### src/rtl/ps2_scan_receiver.sv
// PS/2 keyboard scan-code receiver.
// Synchronises ps2_clk/ps2_data, deframes 11-bit frames (start, 8 data LSB
// first, odd parity, stop) and folds 0xF0 / 0xE0 prefixes into key_break /
// key_ext flags that accompany the following code on the code_valid strobe.
// Optional feature macro: PS2_PARITY_CHECK_EN (parity mismatch -> frame_err).
module ps2_scan_receiver #(
  parameter int SYNC_STAGES = 2,
  parameter int TIMEOUT_CYC = 50000
) (
  input  logic       clk,
  input  logic       rst_n,
  input  logic       ps2_clk,
  input  logic       ps2_data,
  output logic [7:0] code,
  output logic       code_valid,
  output logic       key_break,
  output logic       key_ext,
  output logic       frame_err
);

  localparam int CW = $clog2(TIMEOUT_CYC + 1);

  typedef enum logic [1:0] {
    IDLE,
    DATA,
    PARITY,
    STOP
  } state_t;

  state_t                  r_state;
  logic [SYNC_STAGES-1:0]  r_clk_sync;
  logic [SYNC_STAGES-1:0]  r_data_sync;
  logic                    r_clk_prev;
  logic [2:0]              r_bit_cnt;
  logic [7:0]              r_shift;
  logic [CW-1:0]           r_idle_cnt;
  logic                    r_break_pend;
  logic                    r_ext_pend;
  logic [7:0]              r_code;
  logic                    r_code_valid;
  logic                    r_key_break;
  logic                    r_key_ext;
  logic                    r_frame_err;

  logic                    w_clk_s;
  logic                    w_data_s;
  logic                    w_fall;
  logic                    w_frame_ok;

  assign w_clk_s  = r_clk_sync[SYNC_STAGES-1];
  assign w_data_s = r_data_sync[SYNC_STAGES-1];
  assign w_fall   = r_clk_prev & ~w_clk_s;

`ifdef PS2_PARITY_CHECK_EN
  logic r_parity;
  logic w_par_ok;
  assign w_par_ok   = ^{r_shift, r_parity};
  assign w_frame_ok = w_data_s & w_par_ok;
`else
  assign w_frame_ok = w_data_s;
`endif

  // Synchronisers; reset to idle-high so reset release cannot fake an edge.
  always_ff @(posedge clk or negedge rst_n) begin
    if (!rst_n) begin
      r_clk_sync  <= '1;
      r_data_sync <= '1;
      r_clk_prev  <= 1'b1;
    end else begin
      r_clk_sync  <= {r_clk_sync[SYNC_STAGES-2:0], ps2_clk};
      r_data_sync <= {r_data_sync[SYNC_STAGES-2:0], ps2_data};
      r_clk_prev  <= w_clk_s;
    end
  end

`ifdef PS2_PARITY_CHECK_EN
  // Parity bit capture for the odd-parity check.
  always_ff @(posedge clk or negedge rst_n) begin
    if (!rst_n)
      r_parity <= 1'b0;
    else if (w_fall && r_state == PARITY)
      r_parity <= w_data_s;
  end
`endif

  // Frame FSM, idle-timeout counter, prefix tracking and registered outputs.
  always_ff @(posedge clk or negedge rst_n) begin
    if (!rst_n) begin
      r_state      <= IDLE;
      r_bit_cnt    <= '0;
      r_shift      <= '0;
      r_idle_cnt   <= '0;
      r_break_pend <= 1'b0;
      r_ext_pend   <= 1'b0;
      r_code       <= '0;
      r_code_valid <= 1'b0;
      r_key_break  <= 1'b0;
      r_key_ext    <= 1'b0;
      r_frame_err  <= 1'b0;
    end else begin
      r_code_valid <= 1'b0;
      r_frame_err  <= 1'b0;
      if (r_state == IDLE) begin
        r_idle_cnt <= '0;
        if (w_fall && !w_data_s) begin
          r_state   <= DATA;
          r_bit_cnt <= '0;
        end
      end else if (w_fall) begin
        r_idle_cnt <= '0;
        case (r_state)
          DATA: begin
            r_shift <= {w_data_s, r_shift[7:1]};
            if (r_bit_cnt == 3'd7)
              r_state <= PARITY;
            else
              r_bit_cnt <= r_bit_cnt + 3'd1;
          end
          PARITY: r_state <= STOP;
          STOP: begin
            r_state <= IDLE;
            if (w_frame_ok) begin
              if (r_shift == 8'hF0)
                r_break_pend <= 1'b1;
              else if (r_shift == 8'hE0)
                r_ext_pend <= 1'b1;
              else begin
                r_code       <= r_shift;
                r_key_break  <= r_break_pend;
                r_key_ext    <= r_ext_pend;
                r_code_valid <= 1'b1;
                r_break_pend <= 1'b0;
                r_ext_pend   <= 1'b0;
              end
            end else begin
              r_frame_err  <= 1'b1;
              r_break_pend <= 1'b0;
              r_ext_pend   <= 1'b0;
            end
          end
          default: r_state <= IDLE;
        endcase
      end else if (r_idle_cnt == CW'(TIMEOUT_CYC)) begin
        r_state      <= IDLE;
        r_idle_cnt   <= '0;
        r_frame_err  <= 1'b1;
        r_break_pend <= 1'b0;
        r_ext_pend   <= 1'b0;
      end else begin
        r_idle_cnt <= r_idle_cnt + CW'(1);
      end
    end
  end

  assign code       = r_code;
  assign code_valid = r_code_valid;
  assign key_break  = r_key_break;
  assign key_ext    = r_key_ext;
  assign frame_err  = r_frame_err;

endmodule

### config.mk
export PLATFORM = sky130hd
export DESIGN_NAME = ps2_scan_receiver
export DESIGN_NICKNAME = d
export VERILOG_FILES = /design/src/rtl/ps2_scan_receiver.sv
export SDC_FILE = /design/constraint.sdc
export NUM_CORES = 1
export LEC_CHECK = 0
export ABC_AREA = 1
export BUFFER_PORTS_ARGS = -buffer_cell sky130_fd_sc_hd__buf_4
export CAP_MARGIN = 30
export CORE_MARGIN = 1
export CORE_UTILIZATION = 51
export DETAILED_ROUTE_END_ITERATION = 10
export HOLD_SLACK_MARGIN = 0.05
export PLACE_DENSITY_LB_ADDON = 0.1
export SKIP_CTS_REPAIR_TIMING = 1
export SYNTH_ARGS = -nofsm -noshare
export SYNTH_HDL_FRONTEND = slang
export SYNTH_SLANG_ARGS = --single-unit
### constraint.sdc
create_clock -name clk -period 1.6 [get_ports clk]
set_clock_uncertainty 0.1 [all_clocks]
set_input_delay 0.16 -clock clk [delete_from_list [all_inputs] [get_ports clk]]
set_output_delay 0.16 -clock clk [all_outputs]
set_load 0.05 [all_outputs]
# ---- Word level (Yosys, flattened, before mapping)
# Cells that the tools add are included.
dict set report totals {
  reg_bits 48
}
dict set report classes {
  eq_ne 13
  reduce_logical 13
  addsub 2
  bitwise_logic 5
  muxes 36
}
# op count
set op_table {}
lappend op_table {{$mux W16} 3}
lappend op_table {{$mux W1} 22}
lappend op_table {{$add A16 B1 Y16 const B} 1}
lappend op_table {{$eq A16 B16 Y1 const B} 1}
lappend op_table {{$eq A8 B8 Y1 const B} 2}
lappend op_table {{$mux W3} 5}
lappend op_table {{$reduce_and A4 Y1} 3}
lappend op_table {{$mux W2} 5}
lappend op_table {{$ne A4 B4 Y1 const B} 2}
lappend op_table {{$reduce_and A3 Y1} 2}
lappend op_table {{$reduce_and A6 Y1} 1}
lappend op_table {{$reduce_bool A2 Y1} 3}
lappend op_table {{$eq A2 B2 Y1 const B} 2}
lappend op_table {{$ne A2 B1 Y1 const B} 2}
lappend op_table {{$not A1 Y1} 4}
lappend op_table {{$pmux W2 S2} 1}
lappend op_table {{$add A3 B1 Y3 const B} 1}
lappend op_table {{$eq A3 B3 Y1 const B} 1}
lappend op_table {{$ne A3 B3 Y1 const B} 1}
lappend op_table {{$reduce_bool A3 Y1} 1}
lappend op_table {{$eq A2 B1 Y1 const B} 1}
lappend op_table {{$logic_not A2 Y1} 1}
lappend op_table {{$ne A2 B2 Y1 const B} 1}
lappend op_table {{$and A1 B1 Y1} 1}
lappend op_table {{2 further kinds} 2}

# ---- Longest topological paths before layout
dict set report logic_depth {
  depth_word 7
  mapped_depth 11
  ltp_nobuf 11
}

# ---- Worst setup path after synthesis
# OpenSTA, ideal clock, no wires.
dict set report synth_path {
  path_type {register to register}
  start {reg r_state[0]}
  end {reg r_key_break, in the netlist key_break}
  n_path_buf 1
  path_stages_with_launch 10
  required_time_ns 1.383
  setup_ns 0.117
  t_arrival_ns 1.432
  setup_slack_ns -0.049
  period_less_slack_ns 1.649
  path_cell_list {dfrtp_1 -> inv_1 -> ha_1 -> inv_4 -> nand2_4 -> nor3_4 -> nand3_4 -> buf_8 -> nand2_2 -> nand2_1}
}
dict set report synth_between {
  elab_chain_cells 3
  elab_cells_between_ends 4
}
# item line
set synth_lines {}
lappend synth_lines {{start: declaration} 30} ;# state_t r_state;
lappend synth_lines {{start signal: assignment} 89} ;# r_state <= IDLE;
lappend synth_lines {{start signal: assignment} 106} ;# r_state <= DATA;
lappend synth_lines {{start signal: assignment} 115} ;# r_state <= PARITY;
lappend synth_lines {{$logic_not A2 Y1} 103} ;# if (r_state == IDLE) begin
lappend synth_lines {{$not A1 Y1 (no source line)} -}
lappend synth_lines {{$reduce_and A6 Y1 (no source line) *} -}
lappend synth_lines {{end signal: assignment} 129} ;# r_key_break <= r_break_pend;
lappend synth_lines {{end: declaration} 41} ;# logic r_key_break;
# Mark *: on every way between the ends. The rest lies on a longest branch, timed or not.
# A chain may end at the register's enable or synchronous reset.

# ---- Final worst setup path
dict set report layout_path {
  start {reg r_idle_cnt[0]}
  end {reg r_idle_cnt[4]}
}
dict set report layout_between {
  elab_chain_cells 4
  elab_cells_between_ends 5
}
# item line
set layout_lines {}
lappend layout_lines {{start: declaration} 36} ;# logic [CW-1:0] r_idle_cnt;
lappend layout_lines {{start signal: assignment} 150} ;# r_idle_cnt <= r_idle_cnt + CW'(1);
lappend layout_lines {{$add A16 B1 Y16 / $eq A16 B16 Y1 (equally long branches)} {150, 143}}
lappend layout_lines {{$mux W16 *} 143} ;# end else if (r_idle_cnt == CW'(TIMEOUT_CYC)) begin
lappend layout_lines {{$mux W16 *} 109} ;# end else if (w_fall) begin
lappend layout_lines {{$mux W16 *} 103}
# Marked as above.

==> flow_summary.html <==
<table>
<tr><th>Metric</th><th>Value</th></tr>
<tr><th colspan="2">Status</th></tr>
<tr><td>Result of the run</td><td>finished clean</td></tr>
<tr><th colspan="2">Floorplan</th></tr>
<tr><td>Overall die width</td><td>approximately 72 um</td></tr>
<tr><td>Die Footprint</td><td>around 0.0052 mm^2</td></tr>
<tr><td>Initial Utilization</td><td>a little over half</td></tr>
<tr><td>Number of cell rows</td><td>25</td></tr>
<tr><td>Top-Level Pins</td><td>16</td></tr>
<tr><td>Vert. Die Dim</td><td>about 72 um</td></tr>
<tr><td>Placeable core region</td><td>about 0.0048 mm^2</td></tr>
<tr><th colspan="2">Clock network</th></tr>
<tr><td>Clock sink count</td><td>48</td></tr>
<tr><td>Number of levels the H-tree was split into</td><td>2</td></tr>
<tr><td>CTS root buf</td><td>sky130_fd_sc_hd__clkbuf_8</td></tr>
<tr><td>Clock Path Buffers</td><td>2</td></tr>
<tr><td>CTS tree</td><td>built</td></tr>
<tr><td>Number of clock buffers inserted by TritonCTS</td><td>5</td></tr>
<tr><td>Worst-path clk slew</td><td>approximately 0.080 ns</td></tr>
<tr><td>Later-pin clock latency in the skew report</td><td>roughly 0.30 ns</td></tr>
<tr><th colspan="2">Logic synthesis</th></tr>
<tr><td>Mux cell area share after synthesis</td><td>0%</td></tr>
<tr><td>Count of cell types in the netlist</td><td>32</td></tr>
<tr><td>Count of warnings emitted by yosys</td><td>0</td></tr>
<tr><td>Mapped Nets</td><td>~310</td></tr>
<tr><td>Ranking of synthesized cells by instance count</td><td>sky130_fd_sc_hd__nand2_1, sky130_fd_sc_hd__dfrtp_1, sky130_fd_sc_hd__nor2_1</td></tr>
<tr><td>Dominant cell by count in the synthesized netlist</td><td>sky130_fd_sc_hd__nand2_1</td></tr>
<tr><td>Ys flop type</td><td>sky130_fd_sc_hd__dfrtp_1</td></tr>
<tr><td>Xor/xnor cell area share of the yosys netlist</td><td>under 10%</td></tr>
<tr><td>Async set or reset register ratio after synthesis</td><td>between 90% and 100%</td></tr>
<tr><td>Largest family of logic cells by synthesized area</td><td>simple AND/OR/NAND/NOR gates</td></tr>
<tr><td>Portion of synthesized cell area occupied by the leading cell type</td><td>42.60%</td></tr>
<tr><td>Cell type with the highest aggregate area in the netlist</td><td>sky130_fd_sc_hd__dfrtp_1</td></tr>
<tr><td>Number of synthesized flops with an enable pin</td><td>0</td></tr>
<tr><td>Yosys reg bits</td><td>48</td></tr>
<tr><td>Mapped Cells</td><td>approximately 300</td></tr>
<tr><td>Complex-gate fraction of the synthesized area</td><td>around 6.3%</td></tr>
<tr><td>Synthesized-area fraction occupied by adder cells</td><td>roughly 4.5%</td></tr>
<tr><td>Area of the mapped netlist</td><td>about 0.0025 mm^2</td></tr>
<tr><td>Simple-Gate Fraction of Synth Area</td><td>31.55%</td></tr>
<tr><td>Sequential area share after synthesis</td><td>between 40% and 50%</td></tr>
<tr><td>Main area contributors after synthesis</td><td>sky130_fd_sc_hd__dfrtp_1, sky130_fd_sc_hd__nand2_1, sky130_fd_sc_hd__nor2_1</td></tr>
<tr><td>Avg Cell Area, Syn</td><td>8.393 um^2</td></tr>
<tr><th colspan="2">Worst setup path</th></tr>
<tr><td>Delay of the slowest critical-path stage</td><td>between 0.3 and 0.4 ns</td></tr>
<tr><td>Critical setup path kind</td><td>reg2reg</td></tr>
<tr><td>Destination of the worst register-to-register timing path</td><td>r_idle_cnt[4]$_DFF_PN0_</td></tr>
<tr><td>Sequence of cells on the critical path</td><td>inv_1 -&gt; ha_2 -&gt; inv_2 -&gt; nor2_1 -&gt; nand2_1 -&gt; nor2_2 -&gt; nand2_2 -&gt; nand3_4 -&gt; buf_6 -&gt; nor2_2</td></tr>
<tr><td>R2r worst-path depth</td><td>10</td></tr>
<tr><td>Worst path most repeated cell</td><td>sky130_fd_sc_hd__nor2_2</td></tr>
<tr><td>CP endpoint kind</td><td>flop</td></tr>
<tr><td>Setup slack, reg-to-reg</td><td>~0.070 ns</td></tr>
<tr><td>Crit path arrival time</td><td>1.63 ns</td></tr>
<tr><td>Crit path max-delay cell type</td><td>sky130_fd_sc_hd__dfrtp_1</td></tr>
<tr><td>Startpoint Class</td><td>flop</td></tr>
<tr><td>Highest net fanout along the worst path</td><td>5</td></tr>
<tr><td>Launch point of the worst path</td><td>r_idle_cnt[0]$_DFF_PN0_</td></tr>
<tr><td>Startpoint of the worst-slack reg-to-reg timing path</td><td>r_idle_cnt[0]$_DFF_PN0_</td></tr>
<tr><td>Required @ worst endpoint</td><td>~1.7 ns</td></tr>
<tr><td>Critical path endpoint</td><td>r_idle_cnt[4]$_DFF_PN0_</td></tr>
<tr><th colspan="2">GRT</th></tr>
<tr><td>GR Util met3</td><td>5.000%</td></tr>
<tr><td>Number of antenna violations at the first check in global routing</td><td>0</td></tr>
<tr><td>All-layer global routing usage</td><td>20.10%</td></tr>
<tr><td>Via count of the first global-routing pass</td><td>between 1500 and 2000</td></tr>
<tr><td>Most utilized layer in the global route result</td><td>met2</td></tr>
<tr><td>First-pass GRT wire length</td><td>slightly below 8 mm</td></tr>
<tr><td>Global-route congestion overflow total</td><td>0</td></tr>
<tr><td>Maximum number of pins on one net before global-route repair</td><td>between 40 and 50</td></tr>
<tr><td>Met2 demand-to-capacity share in global routing</td><td>between 20% and 30%</td></tr>
<tr><td>GR Util met1</td><td>28.03%</td></tr>
<tr><th colspan="2">Worst hold path</th></tr>
<tr><td>HP Class</td><td>reg2reg</td></tr>
<tr><th colspan="2">Power</th></tr>
<tr><td>Pwr per Cell Area</td><td>about 1100 mW/mm^2</td></tr>
<tr><td>Largest vdd supply drop</td><td>0.6558 mV</td></tr>
<tr><td>Total Power Consumption</td><td>0.003507 W</td></tr>
<tr><td>P_leak</td><td>around 1.5 nW</td></tr>
<tr><th colspan="2">Place</th></tr>
<tr><td>Count of input and output buffers</td><td>15</td></tr>
<tr><td>Final GP Congestion</td><td>0.8400</td></tr>
<tr><td>Placed wire-length estimate</td><td>around 3.3 mm</td></tr>
<tr><td>Placed cell areas</td><td>0.002813 mm^2</td></tr>
<tr><th colspan="2">Timing</th></tr>
<tr><td>Unrepaired setup endpoints after global routing</td><td>yes</td></tr>
<tr><td>Shortest period the worst path allows</td><td>1.530 ns</td></tr>
<tr><td>Peak Freq</td><td>roughly 0.65 GHz</td></tr>
<tr><td>Period Utilization, post-route</td><td>a little over nine tenths</td></tr>
<tr><td>Pins over their slew limit</td><td>0</td></tr>
<tr><td>Worst slew margin</td><td>approximately three fifths</td></tr>
<tr><td>Final hold viol count</td><td>0</td></tr>
<tr><td>Finish-stage setup viols</td><td>0</td></tr>
<tr><td>Worst-Margin Slew</td><td>between 0.5 and 0.6 ns</td></tr>
<tr><th colspan="2">Job</th></tr>
<tr><td>Reported max-cap violation count</td><td>0</td></tr>
<tr><th colspan="2">Drt</th></tr>
<tr><td>Routed WL</td><td>4.794 mm</td></tr>
<tr><td>Average wire per standard cell</td><td>11.58 um</td></tr>
<tr><td>Detailed-router iteration count before antenna repair</td><td>4</td></tr>
<tr><td>DR DRC count</td><td>0</td></tr>
<tr><td>Number of routed nets with antenna violations</td><td>0</td></tr>
<tr><td>Routed via count divided by cell count</td><td>~4.8</td></tr>
<tr><td>Iter 0 DRT Violations</td><td>94</td></tr>
<tr><td>Count of vias placed by the detailed router</td><td>between 1500 and 2000</td></tr>
<tr><th colspan="2">Cells and area</th></tr>
<tr><td>Diodes inserted</td><td>0</td></tr>
<tr><td>Final #Nets</td><td>between 300 and 400</td></tr>
<tr><td>Layout Cell Area excl Fill</td><td>around 0.0031 mm^2</td></tr>
<tr><td>Layout area overhead</td><td>22.68%</td></tr>
<tr><td>Core occupancy in the finished layout</td><td>approximately two thirds</td></tr>
<tr><td>Share of final-layout standard cells stronger than drive strength 1</td><td>around a third</td></tr>
</table>
[cell type report]
type	count	area (um^2)
Clock buffer	7	86.33
Clock inverter	1	7.507
Fill cell	426	1655
Inverter	39	153.9
Multi-Input combinational cell	210	1210
Sequential cell	48	1207
Tap cell	67	83.83
Timing Repair Buffer	42	350.3
[metrics by stage]
step	setup WS [ns]	TNS (ns)	cells	hold slack [ns]
2_1_floorplan	0.03657	0	301	-0.2356
3_3_place_gp	-0.01706	-0.08271	396	0.1095
3_5_place_dp	-0.07897	-0.6779	396	0.1096
4_1_cts	-0.1111	-0.9332	404	-0.2245
5_1_grt	-0.04342	-0.4454	414	0.2645
6_report	0.07032	0	414	0.2590
[report_power, final]
| part | internal (W) | switching [W] | leakage, nW |
|---|---|---|---|
| combinational | 0.000571 | 0.000742 | 0.772 |
| sequential | 0.00135 | 0.000102 | 0.646 |
| clock | 0.000351 | 0.000393 | 0.0445 |
[state kept, by name, indices dropped and copies added (netlist names)]
name          flops
code              8
code_valid        1
frame_err         1
key_break         1
key_ext           1
r_bit_cnt         3
r_break_pend      1
r_clk_prev        1
r_clk_sync        2
r_data_sync       2
r_ext_pend        1
r_idle_cnt       16
r_shift           8
r_state           2
[logic make-up after synthesis]
| logic type | Yosys count |
|---|---|
| flops | 48 |
| fa+ha+maj | 9 |
| simple gates | 169 |
| xor+xnor | 6 |
| compound gates | 25 |
| buf+inv | 44 |
[how the worst min path moves through the flow]
stage | slack, ns | from | depth (start not counted) | endpoint
2_1_floorplan | -0.24 | rst_n | 0 | code[0]$_DFFE_PN0P_
3_3_place_gp | 0.11 | rst_n | 1 | r_idle_cnt[14]$_DFF_PN0_
3_5_place_dp | 0.11 | rst_n | 1 | r_idle_cnt[11]$_DFF_PN0_
4_1_cts | -0.22 | rst_n | 1 | r_idle_cnt[7]$_DFF_PN0_
5_1_grt | 0.26 | r_data_sync[0]$_DFF_PN1_ | 0 | r_data_sync[1]$_DFF_PN1_
6_report | 0.26 | r_data_sync[0]$_DFF_PN1_ | 0 | r_data_sync[1]$_DFF_PN1_
[layout by cell type, fill, tap and decap left out, types with 3 or more instances in the layout]
master	synthesis	layout
sky130_fd_sc_hd__xor2_1	6	6
sky130_fd_sc_hd__nand2_4	2	3
sky130_fd_sc_hd__nor3_1	5	5
sky130_fd_sc_hd__nor2_4	3	4
sky130_fd_sc_hd__inv_1	32	28
sky130_fd_sc_hd__buf_6	2	4
sky130_fd_sc_hd__dlygate4sd3_1	0	3
sky130_fd_sc_hd__nand2_2	5	15
sky130_fd_sc_hd__clkbuf_8	0	6
sky130_fd_sc_hd__dfrtp_1	43	43
sky130_fd_sc_hd__buf_4	0	34
sky130_fd_sc_hd__nand3_2	2	3
sky130_fd_sc_hd__nor2_1	41	33
sky130_fd_sc_hd__nor2_2	5	12
sky130_fd_sc_hd__nand2_1	81	70
sky130_fd_sc_hd__dfstp_2	5	5
sky130_fd_sc_hd__nand3_1	17	17
sky130_fd_sc_hd__o21ai_2	8	8
sky130_fd_sc_hd__ha_1	9	7
sky130_fd_sc_hd__o21ai_1	10	10
sky130_fd_sc_hd__inv_2	5	8
[critical path, delay by kind of cell, from the launching register on]
| family | cells | cell delay, ns |
|---|---|---|
| buffers and inverters | 3 | 0.25 |
| DFF | 1 | 0.38 |
| adders and majority gates | 1 | 0.16 |
| and+or+nand+nor | 6 | 0.51 |
[routing by layer]
metal	up-vias	routed length, um
met3	6	186
met5	-	0
met2	39	2188
met4	0	61
li1	1027	-
met1	909	2357
No activity file was read; power rests on OpenSTA's default activity.
